<file path="src/rtl/hv_bundler.sv">
// Per-bit majority-vote bundler: saturating signed counters, registered threshold, valid/ready result.
// Optional HV_TIEBREAK_EN: tie bits come from a 32-bit Galois LFSR instead of resolving to 0.
module hv_bundler #(
  parameter int          DIM       = 32,
  parameter int          CNT_W     = 8,
  parameter logic [31:0] LFSR_SEED = 32'hACE1_1234
) (
  input  logic             clk,
  input  logic             rst,
  input  logic             clear,
  input  logic             in_v,
  output logic             in_r,
  input  logic [DIM-1:0]   in_d,
  input  logic             in_last,
  output logic             out_v,
  input  logic             out_r,
  output logic [DIM-1:0]   out_d,
  output logic [CNT_W-1:0] out_n,
  output logic             busy
);

  typedef enum logic [1:0] {IDLE, ACC, OUT} state_t;

  localparam logic signed [CNT_W-1:0] CNT_MAX = {1'b0, {(CNT_W-1){1'b1}}};
  localparam logic signed [CNT_W-1:0] CNT_MIN = {1'b1, {(CNT_W-2){1'b0}}, 1'b1};
  localparam logic signed [CNT_W-1:0] CNT_ONE = CNT_W'(1);

  state_t                  state;
  logic signed [CNT_W-1:0] cnt     [DIM];
  logic signed [CNT_W-1:0] cnt_nxt [DIM];
  logic [CNT_W-1:0]        vec_cnt;
  logic [CNT_W-1:0]        vec_nxt;
  logic [DIM-1:0]          thr;
  logic [DIM-1:0]          tie_bits;
  logic                    accept;
  logic                    handshake;

  assign in_r      = (state != OUT);
  assign busy      = (state != IDLE);
  assign accept    = in_v && in_r && !clear;
  assign handshake = out_v && out_r && !clear;

`ifdef HV_TIEBREAK_EN
  logic [31:0] lfsr;

  // Advances once per delivered bundle; clear deliberately leaves it running.
  always_ff @(posedge clk or negedge rst) begin
    if (!rst)
      lfsr <= LFSR_SEED;
    else if (handshake)
      lfsr <= {1'b0, lfsr[31:1]} ^ (lfsr[0] ? 32'h8020_0003 : 32'h0000_0000);
  end

  always_comb begin
    tie_bits = '0;
    for (int i = 0; i < DIM; i++)
      tie_bits[i] = lfsr[i % 32];
  end
`else
  assign tie_bits = '0;
`endif

  always_comb begin
    vec_nxt = (vec_cnt == {CNT_W{1'b1}}) ? vec_cnt : vec_cnt + CNT_W'(1);
    thr     = '0;
    for (int i = 0; i < DIM; i++) begin
      cnt_nxt[i] = cnt[i];
      if (in_d[i]) begin
        if (cnt[i] != CNT_MAX)
          cnt_nxt[i] = cnt[i] + CNT_ONE;
      end else begin
        if (cnt[i] != CNT_MIN)
          cnt_nxt[i] = cnt[i] - CNT_ONE;
      end
      // Threshold on the post-update count so the final beat votes too.
      if (cnt_nxt[i][CNT_W-1])
        thr[i] = 1'b0;
      else if (cnt_nxt[i] != '0)
        thr[i] = 1'b1;
      else
        thr[i] = tie_bits[i];
    end
  end

  always_ff @(posedge clk or negedge rst) begin
    if (!rst) begin
      state   <= IDLE;
      vec_cnt <= '0;
      out_v   <= 1'b0;
      out_d   <= '0;
      out_n   <= '0;
      for (int i = 0; i < DIM; i++)
        cnt[i] <= '0;
    end else if (clear) begin
      state   <= IDLE;
      vec_cnt <= '0;
      out_v   <= 1'b0;
      for (int i = 0; i < DIM; i++)
        cnt[i] <= '0;
    end else begin
      case (state)
        IDLE, ACC: begin
          if (accept) begin
            vec_cnt <= vec_nxt;
            for (int i = 0; i < DIM; i++)
              cnt[i] <= cnt_nxt[i];
            if (in_last) begin
              state <= OUT;
              out_v <= 1'b1;
              out_d <= thr;
              out_n <= vec_nxt;
            end else begin
              state <= ACC;
            end
          end
        end
        OUT: begin
          if (handshake) begin
            state   <= IDLE;
            out_v   <= 1'b0;
            vec_cnt <= '0;
            for (int i = 0; i < DIM; i++)
              cnt[i] <= '0;
          end
        end
        default: state <= IDLE;
      endcase
    end
  end

endmodule

</file>
<file path="config.mk">
export PLATFORM = sky130hd
export DESIGN_NAME = hv_bundler
export DESIGN_NICKNAME = d
export VERILOG_FILES = /design/src/rtl/hv_bundler.sv
export SDC_FILE = /design/constraint.sdc
export NUM_CORES = 1
export LEC_CHECK = 0
export BUFFER_PORTS_ARGS = -buffer_cell sky130_fd_sc_hd__buf_2
export CAP_MARGIN = 20
export CORE_MARGIN = 2
export CORE_UTILIZATION = 46
export CTS_BUF_LIST = sky130_fd_sc_hd__clkbuf_2
export CTS_CLUSTER_SIZE = 20
export DETAILED_ROUTE_END_ITERATION = 10
export GPL_ROUTABILITY_DRIVEN = 0
export PLACE_DENSITY = 0.73
export SKIP_CTS_REPAIR_TIMING = 1
export SLEW_MARGIN = 5
export SYNTH_ARGS = -nofsm -noshare
export SYNTH_HDL_FRONTEND = slang
export SYNTH_SLANG_ARGS = --single-unit
</file>
<file path="constraint.sdc">
create_clock -name clk -period 2.5 [get_ports clk]
set_clock_uncertainty 0.15 [all_clocks]
set_input_delay 0.25 -clock clk [delete_from_list [all_inputs] [get_ports clk]]
set_output_delay 0.25 -clock clk [all_outputs]
set_load 0.01 [all_outputs]
</file>
==> summary.txt, run 1 <==
Die
  – IO Pins: 81
  – Placeable core area: 0.0576 sq mm
  – Die height: 245 um
  – Die ar.: 0.0600 sq mm
  – Die W: 245 um
  – Initial Util: 0.464
  – FP Rows: 88

Yosys
  – Synthesized net count: 3,586
  – Share of synthesized area spent on multiplexers: 0.0397
  – Seq cells post-synth: 307
  – Compound-Gate Fraction of Synth Area: 0.267
  – Synth warn: 0
  – Syn Area/Cell: 7.74 sq um
  – Top cells by area, synth: dfrtp_1 (29%), o21ai_0 (6.5%), nand2_1 (4.6%)
  – Yosys top cell area share: 0.288
  – Distinct cells, synth: 89
  – Sequential-to-total area share from yosys stat: 0.288
  – Largest family of logic cells by synthesized area: simple AND/OR/NAND/NOR gates
  – Simple-Gate Fraction of Synth Area: 0.276
  – Synth Area in XOR/XNOR: 0.0230
  – Number of enable flip-flop cells after synthesis: 0
  – Most used DFF post-synth: dfrtp_1
  – Yosys top cell by area: dfrtp_1
  – Post-synthesis cell count: 3,451
  – Synth Area in Adders: 0.0454
  – Synth async-reset ratio: 1.00
  – Mapped Area: 0.0267 sq mm

Worst setup path
  – Slowest Stage Delay on Critical Path: 660 ps
  – WS Path Type: flop to flop
  – Critical Path RT: 3310 ps
  – CP Max Fanout: 3
  – CP cell instances: inv_1, ha_1, or4b_2, o21a_1, mux2i_1, nand4_1, nor4_1, o31ai_1
  – Startpoint types: flop
  – CP Data Arrival Time: 3220 ps
  – Crit path capture type: flop
  – Reg2Reg Depth: 8
  – Worst path slowest cell: or4b_2

Layout
  – Layout net count: 3,723
  – Most frequent cells in the layout: o21ai_0 (348), nand2_1 (324), dfrtp_1 (305)
  – Multi-input logic area: 0.0176 sq mm
  – Most common cell after layout, fill and taps aside: o21ai_0
  – Share of layout cells above drive strength 1: 0.146
  – Sequential cell area: 0.00768 sq mm
  – Filler cell count: 5,422
  – Layout area overhead: 13.5%

Clock tree
  – CTS Root Cell: clkbuf_2
  – Clk Latency, worst-skew pair: 1080 ps
  – CTS tree: done
  – CTS buffer count: 91
  – # H-tree levels: 3
  – Clock sinks: 307
  – Clock-pin slew on the worst setup and hold paths: 130 ps
  – Maximum root-to-sink buffer count: 3

STA
  – Endpoints failing hold: 0
  – Final worst slack: 93.3 ps
  – Final min period: 2410 ps
  – Final TNS setup: 0 ps
  – Unrepaired setup endpoints after global routing: true
  – Fmax: 416 MHz
  – Post-route clock period utilization: 0.963
  – Relative slew slack: 0.577
  – Final setup fails: 0
  – Worst Tran Pin Value: 627 ps
  – Max Slew Vio Count: 0

Route
  – Antenna-violating nets left: 0
  – DRC: 0
  – Drt first pass iters: 6
  – Detailed Route WL: 73.4 mm
  – Routed length per instance: 16.6 um
  – Iteration-0 DRC count of the detailed router: 2,481
  – Vias: 27,400
  – Vias per cell: 6.19

Power
  – Power per Cell Area: 559 mW/mm^2
  – Lkg Pwr: 12.6 nW
  – Max IR drop VDD: 304 uV

Global route
  – Total Routing Usage GR: 0.237
  – Number of global-route vias before repair: 24,500
  – Initial antenna violation count: 2
  – Largest net degree at the start of global routing: 74
  – Global-route wire length before repair: 121 mm
  – Total gr overflow: 0

Hold path
  – Hold Path Depth: 4
  – Hold WC Path Type: input port to flop

Place
  – I/O Buffers: 80
  – Final HPWL from detailed placement: 49.6 mm
  – Dpl ws: -12.6 ps

Outcome
  – Status: completed

Flow run
  – Max Cap Viol: 0
==> area by class of cell <==
cell class	count	share of cell area
repair buffers	332	0.0880
inverters	142	0.0176
well taps	765	0.0316
diodes	3	0.000248
clock inverters	45	0.0105
flip-flops and latches	307	0.253
multi-input cells	2714	0.579
clock buffers	118	0.0195
==> critical path, delay by kind of cell (launching register included) <==
kind | cells | cell delay [ps]
AND/OR/NAND/NOR | 3 | 1080
adder cells (fa/ha/maj) | 1 | 200
multiplexers | 1 | 170
buffers and inverters | 1 | 100
flip-flops | 1 | 390
AO/OA/AOI/OAI | 2 | 240
==> logic make-up (layout without fill, tap and decap cells) <==
group	Yosys count	count (layout)
other	0	3
adders and majority gates	97	97
xor gates and xnor gates	70	70
DFF	307	307
AOI/OAI and AO/OA	1091	1091
buffers and inverters	430	637
and+or+nand+nor	1357	1357
muxes	99	99
==> synthesized netlist by cell type, types with 15 or more instances <==
cell type	number
o21ai_0	349
nand2_1	324
dfrtp_1	307
clkbuf_1	264
nor2_1	207
a21oi_1	163
inv_1	142
nand3_1	134
nor3_1	126
ha_1	97
a22o_1	86
a31oi_1	78
mux2i_1	71
and3_1	70
nand4_1	65
nor4_1	65
o22ai_1	55
xnor2_1	49
a211oi_1	45
nor2b_1	45
o31ai_1	39
or3_1	39
nand3b_1	34
nand2b_1	33
o211ai_1	31
and4_1	28
mux2_2	25
o21a_1	23
or4_1	22
nand4b_1	21
nor3b_1	21
xor2_1	21
and4b_1	20
or2_2	19
and2_1	17
o31a_1	17
a211o_1	15
==> layer usage <==
| layer | part of all wire | GRT usage | wire, um |
|---|---|---|---|
| met1 | 0.46 | 0.330 | 33900 |
| met3 | 0.064 | 0.0429 | 4730 |
| met2 | 0.45 | 0.370 | 33200 |
| met5 | 0.00018 | 0 | 13 |
| met4 | 0.022 | 0.0766 | 1630 |
==> worst paths after layout <==
| kind | from | to | slack, ps |
|---|---|---|---|
| setup / recovery | cnt[168] | out_d[10] | 90 |
| hold reg to reg | out_d[8] | out_d[8] | 340 |
| hold / removal | in_d[25] | cnt[53] | 70 |
| setup reg to reg | cnt[168] | out_d[10] | 90 |
| max in group asynchronous | rst | cnt[1] | 840 |
| min in group asynchronous | rst | cnt[142] | 620 |
==> state kept, by name, indices dropped and copies added (netlist names) <==
signal   count
cnt        256
vec_cnt      8
out_d       32
state        2
out_n        8
out_v        1
==> power by group <==
group	internal [mW]	total, mW	switching (mW)	leakage, nW
combinational	2.80	6.27	3.46	7.90
clock	1.83	4.28	2.44	0.642
sequential	5.55	6.42	0.867	4.08
==> stage by stage <==
| step | power (mW) | instances | area, sq um | utilization | hold slack, ps |
|---|---|---|---|---|---|
| final | 17.0 | 4426 | 30300 | 0.526 | 73.9 |
| after global routing | 18.2 | 4425 | 30300 | 0.526 | 9.74 |
| after CTS | 16.9 | 4374 | 29700 | 0.515 | -1230 |
| after detailed placement | 12.6 | 4211 | 28800 | 0.500 | -3.33 |
| after global placement | 12.5 | 4211 | 28800 | 0.500 | -2.36 |
| after floorplan | 10.6 | 3451 | 26700 | - | -196 |
(Power assumes the default switching activity.)
==> run 2: changes to the inputs <==
--- a/config.mk
+++ b/config.mk
@@ -13,7 +13,7 @@
 export CTS_CLUSTER_SIZE = 20
 export DETAILED_ROUTE_END_ITERATION = 10
 export GPL_ROUTABILITY_DRIVEN = 0
-export PLACE_DENSITY = 0.73
+export PLACE_DENSITY = 0.71
 export SKIP_CTS_REPAIR_TIMING = 1
 export SLEW_MARGIN = 5
 export SYNTH_ARGS = -nofsm -noshare
==> constraint.sdc (replaced) <==
create_clock -name clk -period 2.4 [get_ports clk]
set_clock_uncertainty 0.15 [all_clocks]
set_input_delay 0.24 -clock clk [delete_from_list [all_inputs] [get_ports clk]]
set_output_delay 0.24 -clock clk [all_outputs]
set_load 0.01 [all_outputs]
==> run 2 against run 1 <==
  * Die area did not move
  * Critical path depth down 2
  * Final area up 2.3%
  * First-iteration DRC count shrank 8.1%
  * Utilization is 1.2 points higher
  * Sequential share of layout area is 0.53 points lower
  * Via count increased by 0.89%
  * Flip-flop and latch count did not move
  * Combinational power up 11%
  * Global-route usage is 0.66 points higher
  * Non-clock buffer count grew 83
  * Highest routed layer is now met4
  * Critical endpoint is now out_d[18]
==> summary.txt, run 2 (synthesis gave the netlist of run 1 again) <==
Global route
  – Total Routing Usage GR: 0.243 (+0.00661)
  – Largest net degree at the start of global routing: 64 (-14%)
  – Global-route wire length before repair: 125 mm (+2.7%)
  – Met1 Use GR: 0.334 (+0.00408)
  – Number of global-route vias before repair: 25,500 (+4.0%)
  – Most Crowded Layer GR: met2
  – Met3 Resource Use GR: 0.0408 (-0.00208)
  – M2 GR Usage: 0.387 (+0.0161)
  – Total gr overflow: 0 (unchanged)
  – Initial antenna violation count: 2 (unchanged)

Outcome
  – Status: completed

Clock tree
  – CTS buffer count: 88 (-3.3%)
  – Clock sinks: 307 (unchanged)
  – Maximum root-to-sink buffer count: 3 (unchanged)
  – CTS tree: done
  – CTS Root Cell: clkbuf_2
  – Clk Latency, worst-skew pair: 1110 ps (+30 ps)
  – Clock-pin slew on the worst setup and hold paths: 120 ps (about the same)
  – # H-tree levels: 3 (unchanged)

Layout
  – Share of layout cells above drive strength 1: 0.178 (+0.0318)
  – Utilization after layout: 0.539 (+0.0120)
  – Non-Filler Instances: 4,492 (+1.5%)
  – Filler cell count: 5,349 (-1.3%)
  – Layout net count: 3,803 (+2.1%)
  – Layout area overhead: 16.1%
  – Most flops, register: cnt
  – Most frequent cells in the layout: o21ai_0 (346), nand2_1 (324), dfrtp_1 (297)
  – Most common cell after layout, fill and taps aside: o21ai_0
  – Max reg flops: 256 (unchanged)
  – Multi-input logic area: 0.0178 sq mm (+1.5%)
  – Sequential cell area: 0.00769 sq mm (+0.13%)
  – Largest regs: cnt (256), out_d (32)

Die
  – Die W: 245 um (unchanged)
  – Die height: 245 um (unchanged)
  – Initial Util: 0.464 (unchanged)
  – Die ar.: 0.0600 sq mm (unchanged)
  – FP Rows: 88 (unchanged)
  – Placeable core area: 0.0576 sq mm (unchanged)
  – IO Pins: 81 (unchanged)

STA
  – Fmax: 419 MHz (+0.72%)
  – Fin Hold WS: 35.8 ps (-38.2 ps)
  – Final min period: 2390 ps (-17.2 ps)
  – Post-route clock period utilization: 0.996 (+0.0330)
  – Unrepaired setup endpoints after global routing: true
  – Max Slew Vio Count: 0 (unchanged)
  – Endpoints failing hold: 0 (unchanged)
  – Worst Tran Pin Value: 597 ps (-30.2 ps)
  – Final setup fails: 0 (unchanged)
  – Relative slew slack: 0.592 (+0.0152)

Route
  – Detailed Route WL: 74.9 mm (+2.0%)
  – Antenna-violating nets left: 0 (unchanged)
  – Routed length per instance: 16.7 um (+0.50%)
  – Vias per cell: 6.15 (-0.60%)
  – Vias: 27,600 (+0.89%)
  – Drt first pass iters: 6 (unchanged)
  – DRC: 0 (unchanged)
  – Iteration-0 DRC count of the detailed router: 2,281 (-8.1%)

Worst setup path
  – Crit path capture type: flop
  – CP Data Arrival Time: 3190 ps (-30 ps)
  – Startpoint types: flop
  – WS Path Type: flop to flop
  – Critical Path RT: 3200 ps (-110 ps)
  – CP Max Fanout: 8 (+5)

Power
  – Max IR drop VDD: 330 uV (+8.3%)
  – Power per Cell Area: 562 mW/mm^2 (+0.50%)
  – Lkg Pwr: 13.0 nW (+2.9%)

Place
  – Final HPWL from detailed placement: 51.5 mm (+3.9%)
  – I/O Buffers: 80 (unchanged)
  – Placed Instances: 4,290 (+1.9%)

Flow run
  – Max Cap Viol: 0 (unchanged)

Hold path
  – Hold WC Path Type: input port to flop
-- run 2: cell count changes in the layout (fill, tap and decap cells not counted), moves of 4 or more --
| cell | change |
|---|---|
| bufinv_16 | -4 |
| nor4_1 | -6 |
| buf_4 | +87 |
| or4b_4 | +4 |
| nor4_2 | +6 |
| dfrtp_2 | +8 |
| dfrtp_1 | -8 |
| inv_2 | +4 |
| a2111oi_0 | -4 |
| clkinv_1 | -14 |
| clkbuf_2 | +4 |
| dlygate4sd3_1 | -4 |
| ha_1 | -5 |
-- run 2: final timing paths --
kind / from / to / slack, ps / cells after the start
setup / recovery: cnt[108] / out_d[18] / 10 / 6
hold / removal: in_d[13] / cnt[149] / 40 / 4
setup reg to reg: cnt[108] / out_d[18] / 10 / 6
hold reg to reg: out_d[10] / out_d[10] / 360 / 2
max in group asynchronous: rst / cnt[251] / 1240 / 5
min in group asynchronous: rst / cnt[194] / 140 / 4
-- run 2: final cells by class --
class,count,share of cell area
multi-input cells,2714,0.574
flip-flops and latches,307,0.248
repair buffers,415,0.106
well taps,765,0.0309
clock buffers,122,0.0197
inverters,142,0.0172
clock inverters,23,0.00383
diodes,4,0.000323
-- run 2: worst max-delay path: stages (launching register included) --
cell and delay [ps]:
dfrtp_1 500, and4b_1 280, a2111oi_0 590, o21ai_0 190, o31ai_1 130, nand3_1 150
o31a_1 260
-- run 2: per-stage QoR --
| step | worst slack (ps) | area (sq um) | power [mW] | TNS [ps] |
|---|---|---|---|---|
| 2_1_floorplan | 1.58 | 26700 | 11.1 | 0 |
| 3_3_place_gp | 81.7 | 29400 | 13.2 | 0 |
| 3_5_place_dp | -14.2 | 29400 | 13.3 | -14.2 |
| 4_1_cts | -214 | 30100 | 17.3 | -362 |
| 5_1_grt | -54.7 | 31000 | 18.8 | -107 |
| 6_report | 10.5 | 31000 | 17.4 | 0 |
-- run 2: where the power goes --
| part | leakage [nW] | internal [mW] | switching, mW | total, mW |
|---|---|---|---|---|
| registers | 4.07 | 5.78 | 0.822 | 6.61 |
| logic | 8.34 | 3.15 | 3.80 | 6.94 |
| clock network | 0.572 | 1.46 | 2.42 | 3.89 |
| total | 13.0 | 10.4 | 7.04 | 17.4 |
-- run 2: layer usage --
layer / share of wire / wire length, um
met2: 0.46 / 34300
met5: 0 / 0
met1: 0.45 / 34000
met4: 0.023 / 1690
met3: 0.065 / 4860
